### config.mk
export PLATFORM = sky130hd
export DESIGN_NAME = unidade_prox_pc
export DESIGN_NICKNAME = d
export VERILOG_FILES = /design/src/rtl/mips_pkg.sv /design/src/rtl/pilha_retorno.sv /design/src/rtl/unidade_prox_pc.sv
export SDC_FILE = /design/constraint.sdc
export NUM_CORES = 1
export LEC_CHECK = 0
export CELL_PAD_IN_SITES_DETAIL_PLACEMENT = 1
export CELL_PAD_IN_SITES_GLOBAL_PLACEMENT = 2
export CORE_MARGIN = 2
export CORE_UTILIZATION = 34
export CTS_CLUSTER_DIAMETER = 60
export DETAILED_ROUTE_END_ITERATION = 10
export GPL_TIMING_DRIVEN = 0
export PLACE_DENSITY = 0.95
export SYNTH_ARGS = -nofsm -noshare
export SYNTH_HDL_FRONTEND = slang
export SYNTH_SLANG_ARGS = --single-unit
### constraint.sdc
create_clock -name clock -period 12.5 [get_ports clock]
set_clock_uncertainty 0.15 [all_clocks]
set_input_delay 2.5 -clock clock [delete_from_list [all_inputs] [get_ports clock]]
set_output_delay 2.5 -clock clock [all_outputs]
set_load 0.02 [all_outputs]
### src/rtl/mips_pkg.sv
// Shared MIPS datapath constants: next-PC select encodings and word geometry.
// Imported by the next-PC unit and its return-address stack.
package mips_pkg;

    localparam int unsigned WORD_W    = 32;
    localparam int unsigned INSTR_INC = 4;

    typedef enum logic [1:0] {
        SEL_SEQ    = 2'b00,
        SEL_BRANCH = 2'b01,
        SEL_JUMP   = 2'b10,
        SEL_JR     = 2'b11
    } sel_e;

endpackage

### src/rtl/pilha_retorno.sv
// Circular return-address stack: push/pop with saturating count, sticky overflow on wrap,
// and push+pop replacing the top entry in place.
module pilha_retorno #(
    parameter int unsigned WIDTH     = 32,
    parameter int unsigned RAS_DEPTH = 4
) (
    input  logic             clock,
    input  logic             reset,
    input  logic             push,
    input  logic             pop,
    input  logic [WIDTH-1:0] push_data,
    output logic [WIDTH-1:0] top,
    output logic             empty,
    output logic             overflow,
    output logic             pop_valid
);

    localparam int unsigned PTR_W = $clog2(RAS_DEPTH);
    localparam int unsigned CNT_W = $clog2(RAS_DEPTH + 1);

    logic [WIDTH-1:0] mem_q [RAS_DEPTH];
    logic [PTR_W-1:0] ptr_q;
    logic [PTR_W-1:0] ptr_top;
    logic [CNT_W-1:0] count_q;
    logic             overflow_q;
    logic             full;

    // ptr_q is the next free slot; the top entry sits one below it
    assign ptr_top   = ptr_q - PTR_W'(1);
    assign empty     = (count_q == '0);
    assign full      = (count_q == CNT_W'(RAS_DEPTH));
    assign pop_valid = !empty;
    assign top       = empty ? '0 : mem_q[ptr_top];
    assign overflow  = overflow_q;

    always_ff @(posedge clock or posedge reset) begin
        if (reset) begin
            ptr_q      <= '0;
            count_q    <= '0;
            overflow_q <= 1'b0;
            for (int unsigned i = 0; i < RAS_DEPTH; i++) begin
                mem_q[i] <= '0;
            end
        end else if (push && pop && !empty) begin
            mem_q[ptr_top] <= push_data;
        end else if (push) begin
            // When full, slot ptr_q holds the oldest entry, so it is overwritten
            mem_q[ptr_q] <= push_data;
            ptr_q        <= ptr_q + PTR_W'(1);
            if (full) begin
                overflow_q <= 1'b1;
            end else begin
                count_q <= count_q + CNT_W'(1);
            end
        end else if (pop && !empty) begin
            ptr_q   <= ptr_top;
            count_q <= count_q - CNT_W'(1);
        end
    end

endmodule

### src/rtl/unidade_prox_pc.sv
// Registered next-PC unit: PC register, PC+4/branch/jump targets, next-PC select with stall,
// and a return-address stack that checks jr $ra predictions.
module unidade_prox_pc
    import mips_pkg::*;
#(
    parameter int unsigned      WIDTH        = WORD_W,
    parameter logic [WIDTH-1:0] RESET_VECTOR = '0,
    parameter int unsigned      RAS_DEPTH    = 4
) (
    input  logic             clock,
    input  logic             reset,
    input  logic             stall,
    input  logic [1:0]       sel,
    input  logic             branch_taken,
    input  logic [WIDTH-1:0] offset,
    input  logic [25:0]      jump_index,
    input  logic [WIDTH-1:0] jr_addr,
    input  logic             link,
    input  logic             ret,
    output logic [WIDTH-1:0] pc,
    output logic [WIDTH-1:0] pc_plus4,
    output logic [WIDTH-1:0] branch_target,
    output logic [WIDTH-1:0] ras_top,
    output logic             ras_empty,
    output logic             ras_overflow,
    output logic             ras_mispredict,
    output logic             misaligned
);

    logic [WIDTH-1:0] pc_q;
    logic [WIDTH-1:0] next_pc;
    logic [WIDTH-1:0] jump_target;
    logic             mispredict_q;
    logic             mispredict_d;
    logic             misaligned_q;
    logic             do_push;
    logic             do_pop;
    logic             pop_valid;

    assign pc            = pc_q;
    assign pc_plus4      = pc_q + WIDTH'(INSTR_INC);
    assign branch_target = pc_plus4 + (offset << 2);
    assign jump_target   = {pc_plus4[WIDTH-1:28], jump_index, 2'b00};

    always_comb begin
        next_pc = pc_plus4;
        case (sel)
            SEL_SEQ:    next_pc = pc_plus4;
            SEL_BRANCH: next_pc = branch_taken ? branch_target : pc_plus4;
            SEL_JUMP:   next_pc = jump_target;
            SEL_JR:     next_pc = jr_addr;
            default:    next_pc = pc_plus4;
        endcase
    end

    // A stalled cycle drops link/ret entirely rather than deferring them
    assign do_push = !stall && link;
    assign do_pop  = !stall && ret && (sel == SEL_JR);

    // Compare against the pre-update top, also when push and pop coincide
    assign mispredict_d = do_pop && (!pop_valid || (ras_top != jr_addr));

    always_ff @(posedge clock or posedge reset) begin
        if (reset) begin
            pc_q         <= RESET_VECTOR;
            mispredict_q <= 1'b0;
            misaligned_q <= 1'b0;
        end else begin
            mispredict_q <= mispredict_d;
            if (!stall) begin
                pc_q         <= next_pc;
                misaligned_q <= |next_pc[1:0];
            end
        end
    end

    assign ras_mispredict = mispredict_q;
    assign misaligned     = misaligned_q;

    pilha_retorno #(
        .WIDTH     (WIDTH),
        .RAS_DEPTH (RAS_DEPTH)
    ) u_pilha_retorno (
        .clock     (clock),
        .reset     (reset),
        .push      (do_push),
        .pop       (do_pop),
        .push_data (pc_plus4),
        .top       (ras_top),
        .empty     (ras_empty),
        .overflow  (ras_overflow),
        .pop_valid (pop_valid)
    );

endmodule

==> impl_metrics.json <==
{
  "outcome": "finished, final reports clean",
  "setup_viol": 0,
  "crit-reg2reg-launch": "pc[2]$_DFFE_PP0N_",
  "initial_core_util_pct": 34.4,
  "synth_fp_nets": 1436,
  "cts_tree": "built",
  "io_pins": 230,
  "synth_seq_area_share_pct": 36.7,
  "routed-via-count": 11800,
  "mostFrequentLayoutCells": "225 x clkdlybuf4s50_1, 186 x nor2_1, 174 x a21oi_1, 168 x dfrtp_1",
  "first_pass_iters": 6,
  "wl_per_cell_um": 25.7,
  "clk_latency_ns": 0.45,
  "critPathCapture": "branch_target[31]",
  "worstPathRequired_ns": 9.85,
  "gr-total-overflow": 0,
  "clock-sinks": 168,
  "timing.final.crit_share_pct": 72.6,
  "crit_path_start": "pc[2]$_DFFE_PP0N_",
  "ctsResizeCount": 0,
  "min_period_ns": 9.08,
  "crit_arrival_ns": 6.43,
  "synth_compound_area_share_pct": 21.1,
  "intPower_uw": 2150,
  "dp_hpwl_mm": 39.7,
  "viasPerCell": 5.89,
  "wl_mm": 51.6,
  "final_hold_viol_count": 0,
  "fin_ws_ns": 3.42,
  "drtIter0Drc": 1159,
  "synth_edf_count": 0,
  "cts_max_path_buffers": 2,
  "r2r-end": "pc[31]$_DFFE_PP0N_",
  "power_density_nw_per_um2": 273,
  "layout_commonest_cell": "clkdlybuf4s50_1",
  "grt_pass1_vias": 12300,
  "die_w_um": 188,
  "ys_types": 77,
  "synthMuxAreaShare_pct": 10.7,
  "grt_pass1_wl_mm": 77.2,
  "antenna_found_initial": 3,
  "reg2reg_depth": 15,
  "synth_top_family_by_area": "compound AO/OA/AOI/OAI gates",
  "synth.avg_cell_area_sq_um": 8.85,
  "pre_cts_ws_ns": 3.87,
  "area_delta_synth_final_pct": 29.9,
  "ys_seq_elements": 168,
  "timing.final.max_slew_violations": 0,
  "cts_setup_buffers": 0,
  "synth-async-reset-ratio_pct": 100,
  "critPathLaunchType": "register",
  "pwr-share-clk_pct": 13.1,
  "netlist_area_sq_um": 11500,
  "max-cap-violations": 0,
  "track_usage_pct": 29.0,
  "synth_ff_type": "dfrtp_1",
  "p_seq_share_pct": 23.5,
  "p_leak_uw": 0.00629,
  "numCtsBuffers": 17,
  "yosys.area_share.simple_pct": 16.0,
  "worst_setup_path_end_kind": "primary output",
  "syn_inst": 1295,
  "rsz0062_at_grt": "false",
  "drive_above_1_share_pct": 8.18,
  "fmax_ghz": 0.110,
  "clkTransAtPathRegs_ns": 0.07,
  "synth-xor-area-share_pct": 4.93,
  "remaining_drc_errors": 0,
  "cts_root_buffer": "clkbuf_16",
  "synth_fa_ha_area_share_pct": 4.83,
  "rrSetupSlack_ns": 6.75,
  "p_switching_uw": 1910,
  "setup_tns_ns": 0,
  "postRouteAntennaNets": 0,
  "ys_warn_count": 0,
  "hold_buffers": 0,
  "p_sw_share_pct": 47.0,
  "hold_path.class": "reg -> reg",
  "die_area_sq_um": 35200,
  "vdd_drop_max_mv": 0.153,
  "rows": 67,
  "fin_nets": 1681,
  "grt_max_degree": 126,
  "io_buffers": 225,
  "gp_congestion": 0.913,
  "tightest_slew_ns": 0.969,
  "htree_levels": 4,
  "die_h_um": 188,
  "p_comb_share_pct": 63.4,
  "crit_type": "reg -> out",
  "crit_path_max_fanout": 10,
  "slew_headroom_pct": 35.2,
  "core_region_area_sq_um": 33400
}
Yosys cell counts, drive strengths merged (5+ instances only):
master,count,share of area [%]
nor2,186,6.1
a21oi,174,7.6
dfrtp,168,37
inv,70,2.3
nand2,67,2.2
mux2i,52,4.5
buf,49,2.6
o21ai,46,2.0
ha,41,4.5
xnor2,39,3.0
and2,30,1.6
clkbuf,26,0.85
mux2,24,2.4
a21o,23,1.5
nand4,23,1.3
xor2,23,1.8
a211oi,21,1.4
nand3,20,0.87
mux4,19,3.8
and3,17,0.93
o22ai,16,0.87
nor3,12,0.52
o211ai,12,0.79
a22oi,9,0.59
a31oi,9,0.49
or3,8,0.44
nor2b,7,0.38
a21boi,6,0.39
nor4,6,0.38
o21a,6,0.39
o221ai,6,0.46
a221oi,5,0.38
and4,5,0.38
nor3b,5,0.33
cell families after synthesis:
family,Yosys count
AOI/OAI and AO/OA,385
xor gates and xnor gates,63
adders and majority gates,43
buffers and inverters,145
DFF,168
muxes,95
and+or+nand+nor,396
routing by layer:
layer | wire [um] | GRT usage [%]
met1 | 21500 | 38.1
met2 | 24000 | 47.4
met3 | 4400 | 6.64
met4 | 1610 | 9.66
met5 | 13 | 0
stage by stage:
step / power (uW) / cell area (sq um) / hold slack (ns) / util [%] / cells
2_1_floorplan: 2410 / 11500 / 0.308 / - / 1295
6_report: 4070 / 14900 / 0.356 / 44.6 / 2003
3_5_place_dp: 3470 / 14300 / 0.328 / 42.9 / 1969
4_1_cts: 4020 / 14900 / 0.359 / 44.6 / 2001
5_1_grt: 4250 / 14900 / 0.380 / 44.6 / 2001
3_3_place_gp: 3400 / 14300 / 0.309 / 42.8 / 1968
state kept, by name, summed over array words and instances (netlist names):
signal and count:
u_pilha_retorno.ptr_q 2, ras_mispredict 1, pc 32, u_pilha_retorno.overflow 1, misaligned 1, u_pilha_retorno.mem_q 128, u_pilha_retorno.count_q 3
critical path, cell delays in order, from the launching register on:
cell and delay, ns:
dfrtp_1 0.41, clkbuf_1 0.51, nand4_1 0.21, nor2_1 0.68, nand3_1 0.33, nor3b_1 0.42, xnor2_1 0.37, inv_1 0.14
ha_1 0.30, clkbuf_1 0.33, and3_1 0.30, nand2_1 0.12, or4_1 0.53, o221a_2 0.30, a21oi_1 0.22, xor2_1 0.16
clkdlybuf4s50_1 0.62
power groups by stage:
| stage | combinational, uW | sequential (uW) | clock (uW) |
|---|---|---|---|
| 3_5_place_dp | 2520 | 956 | 0 |
| 3_3_place_gp | 2470 | 935 | 0 |
| 6_report | 2580 | 957 | 532 |
| 2_1_floorplan | 1480 | 925 | 0 |
| 5_1_grt | 2710 | 983 | 554 |
| 4_1_cts | 2540 | 951 | 529 |
how the worst min path moves through the flow:
stage	cells past startpoint	to	slack [ns]	startpoint
after floorplan	1	u_pilha_retorno.count_q[2]$_DFFE_PP0P_	0.31	u_pilha_retorno.count_q[2]$_DFFE_PP0P_
after global placement	1	u_pilha_retorno.overflow$_DFFE_PP0P_	0.31	u_pilha_retorno.overflow$_DFFE_PP0P_
after detailed placement	2	misaligned$_DFFE_PP0N_	0.33	misaligned$_DFFE_PP0N_
after CTS	1	u_pilha_retorno.mem_q[64]$_DFFE_PP0P_	0.36	u_pilha_retorno.mem_q[64]$_DFFE_PP0P_
after global routing	1	u_pilha_retorno.mem_q[32]$_DFFE_PP0P_	0.38	u_pilha_retorno.mem_q[32]$_DFFE_PP0P_
final	1	u_pilha_retorno.overflow$_DFFE_PP0P_	0.36	u_pilha_retorno.overflow$_DFFE_PP0P_
area by class of cell:
| cell class | instances | area (sq um) |
|---|---|---|
| clock buffer | 22 | 454 |
| timing repair buffer | 226 | 2280 |
| clock inverter | 10 | 121 |
| antenna | 2 | 5.00 |
| tap | 448 | 561 |
| sequential | 168 | 4200 |
| multi-input combinational | 982 | 6600 |
| fill | 3966 | 18500 |
| buffer | 75 | 393 |
| inverter | 70 | 270 |
Power figures use the tool's default switching activity.
